[src/rtl/sme_loader_if.sv]
// Host byte stream into the loader and byte-write bus out to the string/pattern store.
interface sme_loader_if;
   logic       in_valid;
   logic       in_ready;
   logic [7:0] in_data;
   logic       in_sel;
   logic       in_last;
   logic [7:0] w_data;
   logic       write;
   logic       w_sel;

   modport master (
      output in_valid, in_data, in_sel, in_last,
      input  in_ready, w_data, write, w_sel
   );

   modport slave (
      input  in_valid, in_data, in_sel, in_last,
      output in_ready, w_data, write, w_sel
   );
endinterface

[src/rtl/sme_loader.sv]
// Buffers one host job (string + pattern bytes) and replays it to the store as a
// single gap-free write burst, string first, then pattern.
module sme_loader #(
   parameter int MAX_STRING  = 32,
   parameter int MAX_PATTERN = 8,
   parameter bit PAD_ZERO    = 1'b1
) (
   input  logic        clk,
   input  logic        reset,
   sme_loader_if.slave bus,
   output logic        busy,
   output logic        done,
   output logic [5:0]  str_len,
   output logic [3:0]  pat_len,
   output logic        overflow
);

   localparam int SAW = (MAX_STRING  > 1) ? $clog2(MAX_STRING)  : 1;
   localparam int PAW = (MAX_PATTERN > 1) ? $clog2(MAX_PATTERN) : 1;
   localparam logic [5:0] STR_MAX = 6'(MAX_STRING);
   localparam logic [3:0] PAT_MAX = 4'(MAX_PATTERN);

   typedef enum logic [1:0] {
      COLLECT  = 2'd0,
      SEND_STR = 2'd1,
      SEND_PAT = 2'd2,
      DONE     = 2'd3
   } state_t;

   state_t     state_r, nxt_state_s;
   logic [5:0] cnt_r, nxt_cnt_s;
   logic       job_open_r, nxt_job_open_s;

   logic [7:0] str_buf [MAX_STRING];
   logic [7:0] pat_buf [MAX_PATTERN];

   logic       accept_s, str_we_s, pat_we_s;
   logic [5:0] str_base_s, nxt_str_len_s, s_tot_s;
   logic [3:0] pat_base_s, nxt_pat_len_s, p_tot_s;
   logic       ovf_base_s, nxt_overflow_s;

   logic       nxt_in_ready_s, nxt_write_s, nxt_w_sel_s, nxt_busy_s, nxt_done_s;
   logic [7:0] nxt_w_data_s;

   assign accept_s = (state_r == COLLECT) && bus.in_valid && bus.in_ready;

   // Beat capture: lengths and overflow restart on the first beat of each job.
   always_comb begin
      str_base_s     = job_open_r ? str_len  : 6'd0;
      pat_base_s     = job_open_r ? pat_len  : 4'd0;
      ovf_base_s     = job_open_r ? overflow : 1'b0;
      nxt_str_len_s  = str_len;
      nxt_pat_len_s  = pat_len;
      nxt_overflow_s = overflow;
      nxt_job_open_s = job_open_r;
      str_we_s       = 1'b0;
      pat_we_s       = 1'b0;
      if (accept_s) begin
         nxt_str_len_s  = str_base_s;
         nxt_pat_len_s  = pat_base_s;
         nxt_overflow_s = ovf_base_s;
         nxt_job_open_s = !bus.in_last;
         if (!bus.in_sel) begin
            if (str_base_s == STR_MAX) begin
               nxt_overflow_s = 1'b1;
            end else begin
               str_we_s      = 1'b1;
               nxt_str_len_s = str_base_s + 6'd1;
            end
         end else begin
            if (pat_base_s == PAT_MAX) begin
               nxt_overflow_s = 1'b1;
            end else begin
               pat_we_s      = 1'b1;
               nxt_pat_len_s = pat_base_s + 4'd1;
            end
         end
      end else begin
         nxt_job_open_s = job_open_r;
      end
   end

   assign s_tot_s = PAD_ZERO ? STR_MAX : nxt_str_len_s;
   assign p_tot_s = PAD_ZERO ? PAT_MAX : nxt_pat_len_s;

   // Next-state and burst counter; counter restarts on every state change.
   always_comb begin
      nxt_state_s = state_r;
      case (state_r)
         COLLECT: begin
            if (accept_s && bus.in_last) begin
               if (s_tot_s != 6'd0)      nxt_state_s = SEND_STR;
               else if (p_tot_s != 4'd0) nxt_state_s = SEND_PAT;
               else                      nxt_state_s = DONE;
            end else begin
               nxt_state_s = COLLECT;
            end
         end
         SEND_STR: begin
            if (cnt_r == (s_tot_s - 6'd1)) begin
               if (p_tot_s != 4'd0) nxt_state_s = SEND_PAT;
               else                 nxt_state_s = DONE;
            end else begin
               nxt_state_s = SEND_STR;
            end
         end
         SEND_PAT: begin
            if (cnt_r == ({2'b00, p_tot_s} - 6'd1)) nxt_state_s = DONE;
            else                                    nxt_state_s = SEND_PAT;
         end
         DONE:    nxt_state_s = COLLECT;
         default: nxt_state_s = COLLECT;
      endcase
      if (nxt_state_s != state_r) begin
         nxt_cnt_s = 6'd0;
      end else if ((state_r == SEND_STR) || (state_r == SEND_PAT)) begin
         nxt_cnt_s = cnt_r + 6'd1;
      end else begin
         nxt_cnt_s = 6'd0;
      end
   end

   // Output decode from the upcoming state so every output can be registered
   // while the first burst byte still appears right after the last beat.
   always_comb begin
      nxt_in_ready_s = (nxt_state_s == COLLECT);
      nxt_write_s    = (nxt_state_s == SEND_STR) || (nxt_state_s == SEND_PAT);
      nxt_w_sel_s    = (nxt_state_s == SEND_PAT);
      nxt_busy_s     = (nxt_state_s != COLLECT);
      nxt_done_s     = (nxt_state_s == DONE);
      nxt_w_data_s   = 8'h00;
      case (nxt_state_s)
         SEND_STR: begin
            if (nxt_cnt_s < nxt_str_len_s) begin
               // A byte written on this same edge is not yet in the buffer.
               if (str_we_s && (str_base_s == nxt_cnt_s)) nxt_w_data_s = bus.in_data;
               else nxt_w_data_s = str_buf[nxt_cnt_s[SAW-1:0]];
            end else begin
               nxt_w_data_s = 8'h00;
            end
         end
         SEND_PAT: begin
            if (nxt_cnt_s < {2'b00, nxt_pat_len_s}) begin
               if (pat_we_s && ({2'b00, pat_base_s} == nxt_cnt_s)) nxt_w_data_s = bus.in_data;
               else nxt_w_data_s = pat_buf[nxt_cnt_s[PAW-1:0]];
            end else begin
               nxt_w_data_s = 8'h00;
            end
         end
         default: nxt_w_data_s = 8'h00;
      endcase
   end

   // State, burst counter and job-open flag.
   always_ff @(posedge clk) begin
      if (reset) begin
         state_r    <= COLLECT;
         cnt_r      <= 6'd0;
         job_open_r <= 1'b0;
      end else begin
         state_r    <= nxt_state_s;
         cnt_r      <= nxt_cnt_s;
         job_open_r <= nxt_job_open_s;
      end
   end

   // Registered outputs.
   always_ff @(posedge clk) begin
      if (reset) begin
         bus.in_ready <= 1'b1;
         bus.write    <= 1'b0;
         bus.w_sel    <= 1'b0;
         bus.w_data   <= 8'h00;
         busy         <= 1'b0;
         done         <= 1'b0;
         str_len      <= 6'd0;
         pat_len      <= 4'd0;
         overflow     <= 1'b0;
      end else begin
         bus.in_ready <= nxt_in_ready_s;
         bus.write    <= nxt_write_s;
         bus.w_sel    <= nxt_w_sel_s;
         bus.w_data   <= nxt_w_data_s;
         busy         <= nxt_busy_s;
         done         <= nxt_done_s;
         str_len      <= nxt_str_len_s;
         pat_len      <= nxt_pat_len_s;
         overflow     <= nxt_overflow_s;
      end
   end

   // Job buffers; contents survive reset.
   always_ff @(posedge clk) begin
      if (str_we_s) str_buf[str_base_s[SAW-1:0]] <= bus.in_data;
      if (pat_we_s) pat_buf[pat_base_s[PAW-1:0]] <= bus.in_data;
   end

endmodule
[src/flat_wrapper.sv]
// flat-port wrapper written by rule: the top's interface ports become plain ports
module sme_loader_flat 
#(
   parameter int MAX_STRING  = 32,
   parameter int MAX_PATTERN = 8,
   parameter bit PAD_ZERO    = 1'b1
)
  (clk, reset, busy, done, str_len, pat_len, overflow, bus_in_valid, bus_in_data, bus_in_sel, bus_in_last, bus_in_ready, bus_w_data, bus_write, bus_w_sel);
  sme_loader_if bus_i ();
  input  logic clk;
  input  logic reset;
  output logic busy;
  output logic done;
  output logic [5:0] str_len;
  output logic [3:0] pat_len;
  output logic overflow;
  input wire logic [$bits(bus_i.in_valid)-1:0] bus_in_valid;
  input wire logic [$bits(bus_i.in_data)-1:0] bus_in_data;
  input wire logic [$bits(bus_i.in_sel)-1:0] bus_in_sel;
  input wire logic [$bits(bus_i.in_last)-1:0] bus_in_last;
  output wire logic [$bits(bus_i.in_ready)-1:0] bus_in_ready;
  output wire logic [$bits(bus_i.w_data)-1:0] bus_w_data;
  output wire logic [$bits(bus_i.write)-1:0] bus_write;
  output wire logic [$bits(bus_i.w_sel)-1:0] bus_w_sel;
  assign bus_i.in_valid = bus_in_valid;
  assign bus_i.in_data = bus_in_data;
  assign bus_i.in_sel = bus_in_sel;
  assign bus_i.in_last = bus_in_last;
  assign bus_in_ready = bus_i.in_ready;
  assign bus_w_data = bus_i.w_data;
  assign bus_write = bus_i.write;
  assign bus_w_sel = bus_i.w_sel;
  sme_loader #(.MAX_STRING(MAX_STRING), .MAX_PATTERN(MAX_PATTERN), .PAD_ZERO(PAD_ZERO)) u_core (.clk(clk), .reset(reset), .bus(bus_i), .busy(busy), .done(done), .str_len(str_len), .pat_len(pat_len), .overflow(overflow));
endmodule
[config.mk]
export PLATFORM = sky130hd
export DESIGN_NAME = sme_loader_flat
export DESIGN_NICKNAME = d
export VERILOG_FILES = /design/src/rtl/sme_loader_if.sv /design/src/rtl/sme_loader.sv /design/src/flat_wrapper.sv
export SDC_FILE = /design/constraint.sdc
export NUM_CORES = 1
export LEC_CHECK = 0
export ABC_AREA = 0
export CELL_PAD_IN_SITES_DETAIL_PLACEMENT = 1
export CELL_PAD_IN_SITES_GLOBAL_PLACEMENT = 1
export CORE_UTILIZATION = 35
export DETAILED_ROUTE_END_ITERATION = 12
export PLACE_DENSITY_LB_ADDON = 0.25
export SETUP_SLACK_MARGIN = 0.1
export SKIP_LAST_GASP = 1
export SYNTH_ARGS = -nofsm -noshare
export SYNTH_HDL_FRONTEND = slang
export SYNTH_SLANG_ARGS = --single-unit
[constraint.sdc]
create_clock -name clk -period 3.9 [get_ports clk]
set_clock_uncertainty 0.1 [all_clocks]
set_input_delay 0.39 -clock clk [delete_from_list [all_inputs] [get_ports clk]]
set_output_delay 0.39 -clock clk [all_outputs]
set_load 0.03 [all_outputs]
== Word-level counts from Yosys, hierarchy flattened ==
Memory sizes are Yosys's and may differ from the RTL's.
Cells that the tools add are included.
Operators by class
  equality and inequality tests: 13
  reductions and logical operators: 11
  magnitude comparators: 2
  add/sub/neg operators: 3
  muxes and demuxes: 33
Operators with widths (number)
  $mux W6: 6
  $mux W8: 4
  $mux W1: 16
  $mux W4: 4
  $pmux W8 S2: 1
  $add A6 B1 Y6 const B: 2
  $eq A2 B2 Y1 const B: 4
  $pmux W2 S4: 1
  $eq A4 B6 Y1: 1
  $eq A6 B3 Y1 const B: 1
  $eq A6 B5 Y1 const B: 1
  $eq A6 B6 Y1: 1
  $eq A6 B6 Y1 const B: 1
  $lt A6 B4 Y1: 1
  $lt A6 B6 Y1: 1
  $logic_and A1 B1 Y1: 5
  $add A4 B1 Y4 const B: 1
  $eq A2 B1 Y1 const B: 2
  $eq A4 B4 Y1 const B: 1
  $logic_not A2 Y1: 2
  $logic_or A1 B1 Y1: 2
  $mux W2: 1
  $ne A2 B2 Y1: 1
  $reduce_bool A2 Y1: 1
  $logic_not A1 Y1: 1
Word-level totals
  memories kept: 2
  logic and storage cells: 76
  output and inout port bits: 24
  register bits: 33
  bits in writable memories: 320
Memory list
  u_core.str_buf: depth 32, width 8, read ports 1, clocked after memory_dff 0, wr ports 1, line sme_loader.sv:34  | logic [7:0] str_buf [MAX_STRING];
  u_core.pat_buf: depth 8, width 8, read ports 1, clocked after memory_dff 0, wr ports 1, line sme_loader.sv:35  | logic [7:0] pat_buf [MAX_PATTERN];

== Depth between registers and ports, before layout ==
Gate-level depths: netlist (run 1).
  depth in word-level cells: 13
  gate-level depth with buffers: 18
  depth with buffers taken out: 15

== Worst setup path before layout (run 1) ==
Ideal clock, no wire load.
  kind: register to register
  start: register u_core.job_open_r
  end: register u_core.bus.w_data[2]
  setup slack: 0.181 ns
  arrival time: 3.497 ns
  path buffers: 4
  period minus slack after synthesis: 3.719 ns
  setup time: 0.122 ns
  cell stages (with the launch flop): 19
  data required time: 3.678 ns
  path through: dfxtp_1 buf_2 clkbuf_1 clkbuf_1 nand2_1 inv_1 nand4_1 nor2_1 mux2_2 a221oi_1 ha_1 nand2_1 a311oi_1 o32ai_1 nand2_1 nor2b_1 buf_1 a22o_1 a221o_1
Between the ends
  longest elaborated chain between the ends: 9
  elaborated cells between the ends (all ways): 29
  classes of those cells: add/sub: 2; order compare: 2; eq/ne: 4; mux: 19; reduce/logical: 2
Ends and longest elaborated chain
  from (decl): line sme_loader.sv:32  | logic job_open_r, nxt_job_open_s;
  from (signal assigned): line sme_loader.sv:163  | job_open_r <= nxt_job_open_s;
  branches (longest 8 deep; another with $add A6 B1 Y6)
  $pmux W8 S2 (*): line sme_loader.sv:132  | case (nxt_state_s)
  to (signal assigned): line sme_loader.sv:183  | bus.w_data <= nxt_w_data_s;
  to (decl): line sme_loader_if.sv:19  | output in_ready, w_data, write, w_sel
Every way passes the cells marked *.
A chain may end at the register's enable or synchronous reset.

== Worst setup path after layout (run 1) ==
  start: register u_core.state_r[0]
  end: register u_core.bus.w_data[0]
Between the ends
  longest elaborated chain between the ends: 13
  elaborated cells between the ends (all ways): 32
  classes of those cells: order compare: 2; eq/ne: 8; mux: 13; reduce/logical: 7; memory: 2
Ends and longest elaborated chain
  from (decl): line sme_loader.sv:30  | state_t state_r, nxt_state_s;
  from (signal assigned): line sme_loader.sv:161  | state_r <= nxt_state_s;
  branches (longest 12 deep; another with $mem_v2 Z32 W8)
  $pmux W8 S2 (*): line sme_loader.sv:132
Marks and branches as above.

==> metrics.md, run 1 <==
| Metric | Value |
|---|---|
| Initial Util | `35.7%` |
| Wire length per cell | `25.2 µm` |
| Largest net degree at the start of global routing | `113` |
| Synthesized Nets | `1161` |
| Yosys reg bits | `353` |
| Gr ovfl total | `0` |
| Gates resized, CTS repair | `0` |
| Core area | `43300 µm²` |
| Hold Fails Final Rpt | `0` |
| Total CTS buffers | `40` |
| Post-synth EDFFs | `320` |
| Critical path capture point type | `register` |
| Worst setup SP type | `register` |
| Top delay family on crit path | `compound AO/OA/AOI/OAI gates` |
| GRT Util Overall | `21.4%` |
| Area Overhead vs Synth | `19.1%` |
| FILL cells | `4452` |
| Mean Syn Cell Area | `13.7 µm²` |
| CTS tree | `done` |
| Final Cycle Share | `93.0%` |
| Worst Hold Class | `in2reg` |
| Most frequent cells in the layout | `320 x edfxtp_1, 122 x nor2_1, 108 x buf_4, 75 x nand2_1, 46 x o22ai_1` |
| Status | `finished clean` |
| Slew HR | `36.0%` |
| RSZ-0062 raised after global routing | `true` |
| ANT nets after route | `0` |
| Max Fclk | `276 MHz` |
| Worst-path cell chain | `inv_1, ha_1, and3_1, a22o_4, o211a_4, o21ai_2, buf_4, inv_1, ha_1, nand2_1, a311oi_2, o32ai_1, nand2_1, nor2_1, buf_4, a32o_1, a221o_1` |
| WL final | `46.9 mm` |
| Placer Congestion | `0.827` |
| Vias/cell | `5.57` |
| Clock slew at reported path FFs | `0.06 ns` |
| Vias | `10400` |
| Ant diodes | `0` |
| Worst-case vdd ir drop | `258 µV` |
| Worst skew pair latency | `0.56 ns` |
| Cts-stage hold buffer count | `0` |
| Buf/Inv on CP | `4` |
| Synth warn | `0` |
| Critical path arrival | `3.97 ns` |
| Port bufs | `36` |
| CTS Sinks | `353` |
| Vias in the first global route | `11100` |
| Die area | `44900 µm²` |
| DR pass1 iterations | `7` |
| Final Max Slew Viols | `0` |
| Initial antenna violation count | `0` |
| Distinct cells, synth | `79` |
| Register area share after synthesis | `66.5%` |
| I/O pin count | `37` |
| H-Tree Depth | `2` |
| Leakage | `6.09 nW` |
| Fin Setup TNS | `0 ns` |
| Initial DRC count | `821` |
| DRC Markers | `0` |
| Die Ht | `212 µm` |
| Die W | `212 µm` |
| Synth Instances | `1130` |
| Maxcap violations | `0` |
| Mapped cell area | `15400 µm²` |
| Commonest non-fill, non-tap cell in the layout | `edfxtp_1` |
| # nets final | `1286` |
| # rows | `76` |
| Critical path class | `reg2reg` |
| Pwr dens | `438 nW/µm²` |
| Worst Max-Slew Pin Slew | `0.960 ns` |
| DPL Wire Length | `30.0 mm` |
| Endpoints failing setup | `0` |
| CP max stage delay | `0.38 ns` |
| Bufs on Longest Clock Path | `3` |
| Main synth FF type | `edfxtp_1` |
| Max FO, Critical Path | `8` |
| Final Util | `42.5%` |
| Critical-path top delay cell | `dfxtp_2` |
| First-pass GRT wire length | `71.1 mm` |
| Layout cell share with drive strength beyond 1 | `19.9%` |
| Post-CTS setup repair buffer count | `0` |
| Async set-reset flop share out of synthesis | `0%` |
| Worst Path Required | `4.24 ns` |
| Fin crit period | `3.63 ns` |
| CTS Root Cell | `clkbuf_16` |
==> metrics by stage <==
stage | std cells | power, mW | hold WS, ns | instance area (µm²) | setup slack [ns]
final | 1864 | 8.06 | 0.376 | 18400 | 0.275
after global routing | 1864 | 8.30 | 0.384 | 18400 | 0.0782
after CTS | 1864 | 8.12 | 0.372 | 18300 | 0.109
after detailed placement | 1798 | 4.66 | 0.395 | 17200 | 0.0394
after global placement | 1798 | 4.65 | 0.375 | 17200 | 0.0964
after floorplan | 1130 | 4.43 | 0.362 | 15400 | 0.181
==> registers in the layout, indices dropped and copies added, names as in the netlist, 2 cells and up <==
| register | count |
|---|---|
| u_core.pat_len | 4 |
| u_core.bus.w_data | 8 |
| u_core.pat_buf | 64 |
| u_core.cnt_r | 6 |
| u_core.str_len | 6 |
| u_core.state_r | 2 |
| u_core.str_buf | 256 |
==> power by group <==
| part | internal [mW] | switching, mW | leakage [nW] |
|---|---|---|---|
| sequential | 4.14 | 0.0106 | 3.15 |
| combinational | 0.141 | 0.287 | 2.38 |
| clock | 1.97 | 1.51 | 0.564 |
| total | 6.25 | 1.81 | 6.09 |
==> metal layers <==
| metal | share of wire [%] | global-route usage, % | up-vias |
|---|---|---|---|
| li1 | - | - | 4677 |
| met1 | 44 | 28.2 | 5373 |
| met2 | 50 | 36.5 | 271 |
| met3 | 4.5 | 3.03 | 67 |
| met4 | 2.4 | 6.27 | 0 |
| met5 | 0 | 0 | - |
==> logic make-up after synthesis <==
group | Yosys count | share of synthesized area, %
AND/OR/NAND/NOR | 298 | 8.97
XOR/XNOR | 12 | 0.681
adder cells (fa/ha/maj) | 19 | 1.52
AO/OA/AOI/OAI | 273 | 13.5
flip-flops | 353 | 66.5
buffers and inverters | 97 | 2.89
multiplexers | 78 | 5.93
==> final timing paths <==
kind / start / end / slack, ns / depth (start not counted)
worst max-delay path: u_core.state_r[0] / u_core.bus.w_data[0] / 0.27 / 17
worst min-delay path: bus_in_data[1] / u_core.str_buf[17][1] / 0.38 / 2
worst max register to register: u_core.state_r[0] / u_core.bus.w_data[0] / 0.27 / 17
worst min register to register: u_core.overflow / u_core.overflow / 0.41 / 2
==> cell type report <==
cell class / count / area [µm²] / area share (%)
clock buffers: 52 / 1060 / 5.74
clock inverters: 14 / 109 / 0.592
inverters: 27 / 101 / 0.551
multi-input cells: 680 / 4800 / 26.1
flip-flops and latches: 353 / 10300 / 55.9
well taps: 585 / 732 / 3.98
repair buffers: 153 / 1310 / 7.13
==> Yosys cell counts (all sizes together) (3+ instances only) <==
cell type,count,area share (%)
clkbuf,36,0.88
xor2,4,0.23
nor2b,19,0.77
nand2,76,1.9
or3,3,0.12
a22oi,6,0.29
a31oi,9,0.36
a222oi,14,0.91
xnor2,8,0.45
mux2,38,2.8
a32oi,4,0.23
nand2b,7,0.28
o221ai,10,0.57
a21oi,30,1.0
mux2i,33,2.1
o211ai,5,0.31
ha,18,1.5
nor2,123,3.1
inv,26,0.63
a32o,6,0.39
a21o,7,0.34
nor3,17,0.62
buf,34,1.4
o2111ai,7,0.40
a211o,6,0.34
nand4b,3,0.17
dfxtp,33,4.3
o31ai,15,0.73
nand3b,3,0.15
mux4,7,1.0
edfxtp,320,62
nand3,20,0.65
nand4,5,0.20
a221o,7,0.45
and3,3,0.12
o2bb2ai,22,1.2
o22ai,46,1.9
o21ai,28,1.1
nor4,6,0.24
a2111oi,9,0.55
a211oi,24,1.2
and2,4,0.16
(Power assumes the default switching activity.)
==> run 2, diff against run 1 <==
--- a/config.mk
+++ b/config.mk
@@ -9,6 +9,7 @@
 export CELL_PAD_IN_SITES_DETAIL_PLACEMENT = 1
 export CELL_PAD_IN_SITES_GLOBAL_PLACEMENT = 1
 export CORE_UTILIZATION = 35
+export CTS_CLUSTER_SIZE = 20
 export DETAILED_ROUTE_END_ITERATION = 12
 export PLACE_DENSITY_LB_ADDON = 0.25
 export SETUP_SLACK_MARGIN = 0.1
==> results of run 2 <==
No change in the layout: final DEF, timing and power equal those of run 1.
